===== src/rtl/line_sched_pkg.sv =====
// Shared types and constants for the line job scheduler: state encoding and the
// latched line job record.
package line_sched_pkg;

    localparam int COORD_W = 11;

    localparam logic [2:0] ST_IDLE  = 3'd0;
    localparam logic [2:0] ST_ARM   = 3'd1;
    localparam logic [2:0] ST_GUARD = 3'd2;
    localparam logic [2:0] ST_DRAW  = 3'd3;
    localparam logic [2:0] ST_FIN   = 3'd4;

    typedef enum logic [2:0] {
        S_IDLE  = 3'd0,
        S_ARM   = 3'd1,
        S_GUARD = 3'd2,
        S_DRAW  = 3'd3,
        S_FIN   = 3'd4
    } sched_state_t;

    typedef struct packed {
        logic [COORD_W-1:0] x0;
        logic [COORD_W-1:0] y0;
        logic [COORD_W-1:0] x1;
        logic [COORD_W-1:0] y1;
        logic               color;
    } line_job_t;

endpackage


===== src/rtl/rr_arbiter.sv =====
// Combinational round-robin arbiter: the search starts at (last+1) mod N and the
// first requester found wins; gnt is one-hot or all zero.
module rr_arbiter #(
    parameter  int N  = 4,
    localparam int IW = (N > 1) ? $clog2(N) : 1
) (
    input  logic [N-1:0]  req,
    input  logic [IW-1:0] last,
    output logic [N-1:0]  gnt,
    output logic [IW-1:0] gnt_idx
);

    // Walk from lowest to highest priority so the last hit is the winner.
    always_comb begin
        logic [IW-1:0] idx;
        int            pos;
        gnt     = '0;
        gnt_idx = '0;
        idx     = '0;
        pos     = 0;
        for (int k = N; k >= 1; k--) begin
            pos = (int'(last) + k) % N;
            idx = IW'(pos);
            if (req[idx]) begin
                gnt      = '0;
                gnt[idx] = 1'b1;
                gnt_idx  = idx;
            end
        end
    end

endmodule


===== src/rtl/line_job_scheduler.sv =====
// Shares one line_drawer among N_REQ requesters: grants jobs round-robin, sequences the
// drawer reset/draw/done handshake, and gates framebuffer writes to the active draw.
module line_job_scheduler #(
    parameter  int N_REQ   = 4,
    parameter  int COORD_W = 11,
    parameter  int TIMEOUT = 4096,
    localparam int IDX_W   = (N_REQ > 1) ? $clog2(N_REQ) : 1
) (
    input  logic                            clk,
    input  logic                            reset,
    input  logic [N_REQ-1:0]                req_valid,
    input  logic [N_REQ-1:0][COORD_W-1:0]   req_x0,
    input  logic [N_REQ-1:0][COORD_W-1:0]   req_y0,
    input  logic [N_REQ-1:0][COORD_W-1:0]   req_x1,
    input  logic [N_REQ-1:0][COORD_W-1:0]   req_y1,
    input  logic [N_REQ-1:0]                req_color,
    output logic [N_REQ-1:0]                req_ready,
    output logic                            ld_reset,
    output logic [COORD_W-1:0]              ld_x0,
    output logic [COORD_W-1:0]              ld_y0,
    output logic [COORD_W-1:0]              ld_x1,
    output logic [COORD_W-1:0]              ld_y1,
    input  logic                            ld_done,
    output logic                            pixel_color,
    output logic                            pixel_write,
    output logic                            busy,
    output logic [IDX_W-1:0]                grant_id,
    output logic                            job_done,
    output logic                            job_abort,
    output logic [2:0]                      dbg_state
);

    import line_sched_pkg::*;

    // Handshake: a requester holds req_valid until it sees its req_ready bit; that bit
    // is high for exactly the IDLE cycle whose closing edge captures the job.

    localparam int              TW     = $clog2(TIMEOUT) + 1;
    localparam logic [TW-1:0]   T_LAST = TW'(TIMEOUT - 1);
    localparam logic [TW-1:0]   T_MAX  = '1;

    logic [2:0]         state;
    line_job_t          job;
    logic [TW-1:0]      timer;
    logic               abort_q;
    logic [IDX_W-1:0]   last_grant;
    logic [N_REQ-1:0]   arb_gnt;
    logic [IDX_W-1:0]   arb_idx;

    rr_arbiter #(.N(N_REQ)) u_arb (
        .req     (req_valid),
        .last    (last_grant),
        .gnt     (arb_gnt),
        .gnt_idx (arb_idx)
    );

    always_ff @(posedge clk or posedge reset) begin
        if (reset) begin
            state      <= ST_IDLE;
            job        <= '0;
            timer      <= '0;
            abort_q    <= 1'b0;
            grant_id   <= '0;
            last_grant <= IDX_W'(N_REQ - 1);
        end else begin
            case (state)
                ST_IDLE: begin
                    if (|req_valid) begin
                        job.x0    <= req_x0[arb_idx];
                        job.y0    <= req_y0[arb_idx];
                        job.x1    <= req_x1[arb_idx];
                        job.y1    <= req_y1[arb_idx];
                        job.color <= req_color[arb_idx];
                        grant_id  <= arb_idx;
                        abort_q   <= 1'b0;
                        state     <= ST_ARM;
                    end
                end
                ST_ARM:   state <= ST_GUARD;
                // A done left over from the previous job is still visible here.
                ST_GUARD: begin
                    timer <= '0;
                    state <= ST_DRAW;
                end
                ST_DRAW: begin
                    if (ld_done) begin
                        state <= ST_FIN;
                    end else if (timer == T_LAST) begin
                        abort_q <= 1'b1;
                        state   <= ST_FIN;
                    end else if (timer != T_MAX) begin
                        timer <= timer + 1'b1;
                    end
                end
                ST_FIN: begin
                    last_grant <= grant_id;
                    state      <= ST_IDLE;
                end
                default:  state <= ST_IDLE;
            endcase
        end
    end

    // Reset gates the accept pulse so nothing is acknowledged while held in reset.
    assign req_ready   = (state == ST_IDLE && !reset) ? arb_gnt : '0;
    assign ld_reset    = (state != ST_GUARD) && (state != ST_DRAW);
    assign pixel_write = (state == ST_DRAW);
    assign busy        = (state != ST_IDLE);
    assign job_done    = (state == ST_FIN) && !abort_q;
    assign job_abort   = (state == ST_FIN) && abort_q;
    assign ld_x0       = job.x0;
    assign ld_y0       = job.y0;
    assign ld_x1       = job.x1;
    assign ld_y1       = job.y1;
    assign pixel_color = job.color;
    assign dbg_state   = state;

endmodule


===== config.mk =====
export PLATFORM = sky130hd
export DESIGN_NAME = line_job_scheduler
export DESIGN_NICKNAME = d
export VERILOG_FILES = /design/src/rtl/line_sched_pkg.sv /design/src/rtl/rr_arbiter.sv /design/src/rtl/line_job_scheduler.sv
export SDC_FILE = /design/constraint.sdc
export NUM_CORES = 1
export LEC_CHECK = 0
export ABC_AREA = 0
export CAP_MARGIN = 15
export CORE_ASPECT_RATIO = 0.5
export CORE_MARGIN = 5
export CORE_UTILIZATION = 45
export CTS_BUF_LIST = sky130_fd_sc_hd__clkbuf_2 sky130_fd_sc_hd__clkbuf_4 sky130_fd_sc_hd__clkbuf_8
export DETAILED_ROUTE_END_ITERATION = 8
export PLACE_DENSITY = 0.82
export SLEW_MARGIN = 20
export SYNTH_ARGS = -nofsm -noshare
export SYNTH_HDL_FRONTEND = slang
export SYNTH_SLANG_ARGS = --single-unit

===== constraint.sdc =====
create_clock -name clk -period 3.6 [get_ports clk]
set_input_delay 0.72 -clock clk [delete_from_list [all_inputs] [get_ports clk]]
set_output_delay 0.72 -clock clk [all_outputs]
set_load 0.005 [all_outputs]

Word-level counts from Yosys, hierarchy flattened
Index checks and enable logic that the tools add are counted.
Word-level totals
  logic and storage cells: 104
  output and inout bits: 59
  bits in registers: 66
Cells by class
  mux-type cells: 47
  eq/ne operators: 14
  add/sub/neg operators: 5
  magnitude comparators: 9
  reductions and logical operators: 19
Operators with widths (number)
  11-bit binary-select mux with 2-bit select: 4
  11-bit two-way mux: 4
  13-bit two-way mux: 3
  13-bit one-hot mux with 2 select lines: 1
  4-bit two-way mux: 5
  2-bit by 3-bit less-than comparator with 1-bit output (second input constant): 5
  13-bit by 1-bit adder with 13-bit output (second input constant): 1
  13-bit by 12-bit equality test with 1-bit output (second input constant): 1
  13-bit inequality test (second input constant): 1
  1-bit two-way mux: 12
  3-bit one-hot mux with 4 select lines: 1
  1-bit binary-select mux with 2-bit select: 5
  3-bit two-way mux: 3
  3-bit by 2-bit inequality test with 1-bit output (second input constant): 3
  1-bit demux with 2-bit select: 4
  2-bit by 1-bit greater-or-equal comparator with 1-bit output (second input constant): 4
  1-bit logical AND: 8
  2-bit two-way mux: 4
  4-bit AND reduction: 2
  3-bit by 2-bit equality test with 1-bit output (second input constant): 2
  2-bit inequality test (second input constant): 3
  2-bit by 1-bit adder with 2-bit output (second input constant): 2
  2-bit adder (second input constant): 2
  2-bit by 1-bit inequality test with 1-bit output (second input constant): 2
  other kinds (9): 12

Longest topological paths before layout
  depth after elaboration: 10
  gate-level depth with buffers: 12
  mapped depth without buffers: 8

Hierarchy
A second synthesis with hierarchy kept.
Second synthesis, totals
  cell total of the unflattened synthesis: 337
  area, all modules: 4383.0 um^2
By module, submodules not included
  line_job_scheduler: instances 1, area each 3907.5 um^2, cells each 277, seq. area each 1654.1 um^2
  rr_arbiter: instances 1, area each 475.5 um^2, cells each 60, seq. area each 0.0 um^2

Least setup slack after synthesis
OpenSTA, ideal clock, no wires.
  path type: register to output
  start: register last_grant[0]
  end: output req_ready[2]
  path buffers: 2
  setup slack: 410 ps
  data required time: 2880 ps
  cell stages (with the launch flop): 10
  data arrival time: 2470 ps
  cells stage by stage: dfstp_2 -> buf_4 -> inv_2 -> ha_1 -> buf_2 -> mux4_2 -> a211oi_1 -> a22o_1 -> mux2i_1 -> o22ai_1
On the way
  longest elaborated chain between the ends: 10
  elaborated cells between the ends (all ways): 37
  classes of those cells: 4 x add/sub; 8 x order compare; 21 x mux; 4 x reduce/logical
RTL lines
  from (decl): RTL line line_job_scheduler.sv:46  | logic [IDX_W-1:0] last_grant;
  from (signal assigned): RTL line line_job_scheduler.sv:64  | last_grant <= IDX_W'(N_REQ - 1);
  from (signal assigned): RTL line line_job_scheduler.sv:96  | last_grant <= grant_id;
  2-bit by 1-bit adder with 2-bit output: RTL line rr_arbiter.sv:22  | pos = (int'(last) + k) % N;
  2-bit by 3-bit less-than comparator with 1-bit output (implied by the code) or 2-bit by 1-bit greater-or-equal comparator with 1-bit output (tied branches): RTL line rr_arbiter.sv:26  | gnt[idx] = 1'b1;
  1-bit logical AND (implied by the code): RTL line rr_arbiter.sv:26
  1-bit two-way mux (implied by the code): RTL line rr_arbiter.sv:26
  1-bit demux with 2-bit select
  4-bit two-way mux (3 in series): RTL line rr_arbiter.sv:24  | if (req[idx]) begin
  4-bit two-way mux *: RTL line rr_arbiter.sv:24
  4-bit two-way mux *: RTL line line_job_scheduler.sv:105  | assign req_ready = (state == ST_IDLE && !reset) ? arb_gnt : '0;
  to (decl): RTL line line_job_scheduler.sv:17  | output logic [N_REQ-1:0] req_ready,
Every way passes the cells marked *; elsewhere a longest branch is shown, timed or not. The select of a mux whose other input is x is not followed.

Worst setup path after layout
  start: input req_valid[0]
  end: output req_ready[1]
On the way
  longest elaborated chain between the ends: 7
  elaborated cells between the ends (all ways): 13
  classes of those cells: 13 x mux
RTL lines
  from (decl): RTL line line_job_scheduler.sv:11  | input logic [N_REQ-1:0] req_valid,
  1-bit binary-select mux with 2-bit select: RTL line rr_arbiter.sv:24
  1-bit two-way mux (implied by the code): RTL line rr_arbiter.sv:24
  4-bit two-way mux (3 in series): RTL line rr_arbiter.sv:24
  4-bit two-way mux *: RTL line rr_arbiter.sv:24
  4-bit two-way mux *: RTL line line_job_scheduler.sv:105
Marks and branches as above.

==> flow_metrics.env <==
export IMPL_outcome="finished clean"
export IMPL_layout_commonest_cell="clkdlybuf4s50_1"
export IMPL_post_synth_top_area_cell="dfrtp_1"
export IMPL_chipHeight_um=94.5
export IMPL_grt_antenna_before_repair=0
export IMPL_synth_main_ff_cell="dfrtp_1"
export IMPL_largest_net_degree_at_the_start_of_global_routing=65
export IMPL_io_buffers=245
export IMPL_net_switching_power_mw=3.75
export IMPL_grt_pass1_wl_um=40300
export IMPL_core_region_area_um2=13800
export IMPL_total_clock_buffers_created_by_cts=9
export IMPL_clkSlewWorstSetupHoldPaths_ps=80
export IMPL_cts_tree="built"
export IMPL_skew_ps=7.52
export IMPL_first_global_vias=8237
export IMPL_design_final_nets=1264
export IMPL_most_common_layout_cells="240 x clkdlybuf4s50_1, 169 x nor2_1, 65 x mux2i_1"
export IMPL_worst_r2r_endpoint="ld_y1[2]"
export IMPL_drtAntennaViolNets=0
export IMPL_worst_hold_path_type="register to register"
export IMPL_clock_share_of_power=0.104
export IMPL_dpl_hpwl_um=18100
export IMPL_finish_utilization=0.692
export IMPL_hold_violations=0
export IMPL_power_frac_seq=0.164
export IMPL_slew_headroom=0.266
export IMPL_fin_setup_tns_ps=0
export IMPL_clk_latency_ps=360
export IMPL_p_per_area_nw_per_um2=817
export IMPL_grt_util_all_layers=0.296
export IMPL_syn_area_per_cell_um2=7.62
export IMPL_worst_ep_required_time_ps=2880
export IMPL_whs_endpoint="timer[12]"
export IMPL_synthesis_nets=1039
export IMPL_vias=7959
export IMPL_n_antenna_cell=0
export IMPL_gp_routability_congestion=0.902
export IMPL_die_w_um=179
export IMPL_area_growth_synth_to_final_pct=48.3
export IMPL_seq_area_frac_synth=0.257
export IMPL_p_leak_nw=3.80
export IMPL_min_from="timer[12]"
export IMPL_via_per_inst=6.29
export IMPL_drcViolationCount=0
export IMPL_switching_share=0.481
export IMPL_type_of_origin_of_the_critical_path="input port"
export IMPL_cells_on_worst_reg2reg_path=9
export IMPL_synth_largest_type_area_fraction=0.249
export IMPL_arrival_ps=2680
export IMPL_synth_async_reset_ratio=1.00
export IMPL_setup_violations=0
export IMPL_grt_setup_unrepaired="no"
export IMPL_timing_worst_setup_path_type="input port to primary output"
export IMPL_layout_drive_gt1_share=0.0857
export IMPL_initial_utilization=0.467
export IMPL_synth_seq_cells=66
export IMPL_fill_cells=1120
export IMPL_globalRouteOverflowTotal=0
export IMPL_share_comb_of_total_power=0.732
export IMPL_synth_enable_flop_cells=0
export IMPL_p_int_mw=4.04
export IMPL_worstReg2RegStart="last_grant[0]"
export IMPL_post_synth_main_area_contributors="dfrtp_1 25%, mux2i_1 10%, nor2_1 9.9%"
export IMPL_synthesis_area_um2=6430
export IMPL_synthesis_yosys_warnings=0
export IMPL_drt_iter0_drc=696
export IMPL_ir_drop_mv=0.672
export IMPL_maxCapViolations=0
export IMPL_io_pins=246
export IMPL_tritoncts_num_sinks=66
export IMPL_holdPathStages=1
export IMPL_synth_lib_cells_used_distinct=53
export IMPL_die_area_um2=16900
export IMPL_ctsRootBufferMaster="clkbuf_8"
export IMPL_route_detailed_wl_per_inst_um=20.4
export IMPL_row_count=30
export IMPL_min_period_over_period=0.945
export IMPL_timing_critical_path_to_type="primary output"
export IMPL_max_freq_mhz=294
export IMPL_crit_fanout=9
export IMPL_rrSetupSlack_ps=450
export IMPL_period_minus_slack_ps=3400
export IMPL_ctsLongestPathBuffers=2
export IMPL_holdBufCountCts=0
export IMPL_drt_pass1_iter_count=6
export IMPL_worst_hold_slack_ps=516
export IMPL_number_of_instances_in_the_synthesized_netlist=844
export IMPL_worst_pin_slew_ps=1100
export IMPL_drt_wl_total_um=25800
export IMPL_timing_max_transition_violations_final=0
export IMPL_cts_htree_levels=3
## stage by stage
stage / instance area, µm² / instances / power, mW / setup slack, ps
2_1_floorplan: 6430 / 844 / 4.64 / 410
3_3_place_gp: 9150 / 1242 / 6.51 / -8.23
3_5_place_dp: 9150 / 1242 / 6.69 / -99.7
4_1_cts: 9490 / 1263 / 7.66 / 7.80
5_1_grt: 9540 / 1266 / 8.33 / 142
6_report: 9540 / 1266 / 7.79 / 196
## synthesized netlist by cell type (all sizes together) (3+ instances only)
library cell / instances
nor2: 172
mux2i: 65
dfrtp: 64
nand2: 64
a21oi: 57
o211ai: 55
clkbuf: 53
o31ai: 37
and3: 32
o21ai: 29
nor3: 26
o311ai: 26
buf: 25
or4: 20
o221ai: 18
o41a: 18
nand3: 9
ha: 8
xor2: 8
o22ai: 6
mux2: 5
a22o: 4
inv: 4
nor2b: 4
a211oi: 3
a31oi: 3
nand4: 3
## power groups by stage
stage                     logic [mW]  registers (mW)  clock network [mW]
after floorplan                 3.36            1.27                   0
after global placement          5.25            1.27                   0
after detailed placement        5.42            1.28                   0
after CTS                       5.57            1.27               0.822
after global routing            6.17            1.31               0.853
final                           5.71            1.27               0.814
## cells by family after synthesis
kind of cell | Yosys count | synth area share
mux | 72 | 0.117
xor+xnor | 10 | 0.0136
flops | 66 | 0.257
simple gates | 342 | 0.243
buf+inv | 82 | 0.0568
compound gates | 264 | 0.297
fa+ha+maj | 8 | 0.0156
## timing repair
item / in CTS / in global routing
cloned: 1 / 0
gates resized for setup: 8 / 6
endpoints found under the setup margin: 4 / 26
hold endpoints to repair: 0 / 0
setup buffers: 4 / 3
pin swaps: 1 / 0
## worst max-delay path by stage
stage                        end  slack [ps]     startpoint
CTS                 req_ready[2]           8  last_grant[0]
floorplan           req_ready[2]         410  last_grant[0]
global route        req_ready[1]         140   req_valid[0]
global placement    req_ready[2]          -8   req_valid[1]
detailed placement      ld_y1[2]        -100   req_valid[0]
finish              req_ready[1]         200   req_valid[0]
## critical path, cell delays in order
cell and delay, ps:
clkdlybuf4s50_1 420, buf_4 170, nor2b_1 130, a211oi_1 280, a211oi_2 80, buf_4 160, a22o_1 190, mux2i_1 170
o22ai_1 100, dlygate4sd2_1 260
## cell type report
cell class / instances / area [µm²] / area share
Timing Repair Buffer: 292 / 2890 / 0.303
Clock buffer: 10 / 131 / 0.0138
Inverter: 4 / 15.0 / 0.00157
Sequential cell: 66 / 1660 / 0.174
Tap cell: 192 / 240 / 0.0252
Clock inverter: 6 / 115 / 0.0121
Multi-Input combinational cell: 696 / 4490 / 0.471
## registers in the layout (all words and copies together) (netlist names), 2 cells and up
| register | cells |
|---|---|
| ld_x1 | 11 |
| grant_id | 2 |
| dbg_state | 3 |
| last_grant | 2 |
| timer | 13 |
| ld_x0 | 11 |
| ld_y0 | 11 |
| ld_y1 | 11 |
## metal layers
layer  track usage  vias up  routed length [µm]
met5             0        -                   0
met4         0.139        0                 993
li1              -     3642                   -
met1         0.352     3819                9930
met2         0.514      417               12800
met3        0.0644       81                2110
(Power assumes the default switching activity.)
==> patch, RTL diff (same settings) <==
`TIMEOUT`: 4096 -> 2048.
--- a/src/rtl/line_job_scheduler.sv
+++ b/src/rtl/line_job_scheduler.sv
@@ -3,7 +3,7 @@
 module line_job_scheduler #(
     parameter  int N_REQ   = 4,
     parameter  int COORD_W = 11,
-    parameter  int TIMEOUT = 4096,
+    parameter  int TIMEOUT = 2048,
     localparam int IDX_W   = (N_REQ > 1) ? $clog2(N_REQ) : 1
 ) (
     input  logic                            clk,
Check against the original RTL: no difference found for any inputs over 4 cycles, from zero or initial values and one cycle with reset high; that may be too few to reach the edited logic, so the function may still have changed.
==> patch against the unedited design <==
  * Setup slack better by 0.0041 ns
  * Power shrank 4.4%
  * Clock power fell by 16%
  * Register-to-register slack lost 0.20 ns
  * Cell area rose by 0.12%
  * Largest cell class unchanged
  * Non-clock buffer count fell by 6
  * Via count down 1.3%
  * Utilization is 3.4 points lower
  * Fmax is 0.12% higher
  * Routed wire length down 0.95%
  * Sequential cell count is 1 lower
  * Synthesized area increased by 4.0%
==> patch: results (changes against the unedited design) <==
rr_endpoint: "ld_y1[5]"  # was ld_y1[2]
detail_route.wl_per_cell_um: 20.0  # was 20.4 µm
via_per_inst: 6.15  # was 6.29
met2_length_um: 12300  # was 12,800 µm
whs_path_depth: 2  # was 1
avgSynthCellArea_um2: 7.82  # was 7.62 µm²
ys_types: 54  # was 53
drt_iter0_drc: 673  # was 696
drive_above_1_share_pct: 14.1  # was 8.57%
largest_reg_flops: 12  # was 13
wirelength_um: 25600  # was 25,800 µm
met1_usage_pct: 34.9  # was 35.2%
synth_common_cells: "nor2_1 (141), nand2_1 (96), nor3_1 (65)"  # was nor2_1 (170), mux2i_1 (65), dfrtp_1 (64)
place.gp.congestion: 0.873  # was 0.902
grt_pass1_vias: 7853  # was 8,237
min-delay-start: "ld_y1[1]"  # was timer[12]
numCtsBuffers: 9  # unchanged
final_nets: 1268  # was 1,264
reg2reg_setup_slack_ns: 0.25  # was 0.45 ns
ys_top_cells_by_area: "dfrtp_1 (24%), nor2_1 (7.9%), mux2i_1 (6.0%)"  # was dfrtp_1 (25%), mux2i_1 (10%), nor2_1 (9.9%)
route.met3.wl_um: 1930  # was 2110 µm
leakagePower_nw: 3.69  # was 3.80 nW
placed_area_um2: 9320  # was 9150 µm²
grt_pass1_wl_um: 40000  # was 40,300 µm
met3_usage_pct: 5.13  # was 6.44%
criticalPathCategory: "flip-flop to output port"  # was primary input to output port
grtUsageTotal_pct: 27.9  # was 29.6%
dp_hpwl_um: 18200  # was 18,100 µm
first_pass_iters: 5  # was 6
synth_fp_nets: 1050  # was 1,039
worst-path-max-fanout: 5  # was 9
grt_max_degree: 78  # was 65
ys_seq_area_share_pct: 24.4  # was 25.7%
cts-htree-levels: 3  # unchanged
holdWs_ns: 0.509  # was 0.516 ns
dpl_worst_slack_ns: -0.0290  # was -0.0997 ns
status: "complete, no violations"  # unchanged
met2_usage_pct: 48.4  # was 51.4%
ff2ff_path_depth: 10  # was 9
wl_met1_um: 10600  # was 9930 µm
dp.cells: 1259  # was 1,242
nFillCells: 1214  # was 1,120
-- patch: cell count changes after synthesis, sizes merged, moves of 28 or more --
cell | before | now
nor2 | 172 | 141
nand2 | 64 | 97
o2111a | 0 | 31
nor3 | 26 | 95
o31ai | 37 | 2
and3 | 32 | 4
mux2 | 5 | 35
o211ai | 55 | 0
-- patch: worst max-delay path by stage --
stage	endpoint	slack, ns	cells past startpoint
after global routing	ld_y0[2]	0.09	10
after detailed placement	req_ready[2]	-0.03	8
after global placement	req_ready[2]	0.06	8
after CTS	req_ready[0]	0.004	9
after floorplan	req_ready[0]	0.49	8
final	req_ready[2]	0.20	8
-- patch: timing repair --
| item | in CTS | in global routing |
|---|---|---|
| resized for setup | 5 | 2 |
| buffers inserted | 1 | 0 |
| endpoints found under the setup margin | 4 | 2 |
| hold endpoints to repair | 0 | 0 |
| cloned | 0 | 0 |
-- patch: worst max-delay path, stage by stage (launching register included) --
cell,delay (ns)
dfstp_4,0.64
buf_4,0.16
mux4_2,0.54
a211oi_2,0.17
buf_4,0.16
a22o_1,0.12
mux2i_1,0.07
o22ai_1,0.19
dlygate4sd2_1,0.27
-- patch: cell families after synthesis --
group / count (synthesis) / synth area share [%]
simple gates: 391 / 28.4
mux: 78 / 12.9
flops: 65 / 24.4
xor+xnor: 8 / 1.05
compound gates: 219 / 25.2
fa+ha+maj: 8 / 1.50
buf+inv: 86 / 6.64
-- patch: area by class of cell --
cell class	count	area, µm²	share of cell area, %
inverter	7	26.3	0.275
multi-input combinational	704	4650	48.7
clock buffer	11	145	1.52
clock inverter	5	55.1	0.577
sequential	65	1630	17.1
timing repair buffer	286	2790	29.2
tap	198	248	2.59
-- patch: power breakdown --
part | switching [mW] | internal (mW)
combinational | 3.07 | 2.42
clock | 0.342 | 0.345
sequential | 0.217 | 1.06
total | 3.63 | 3.82
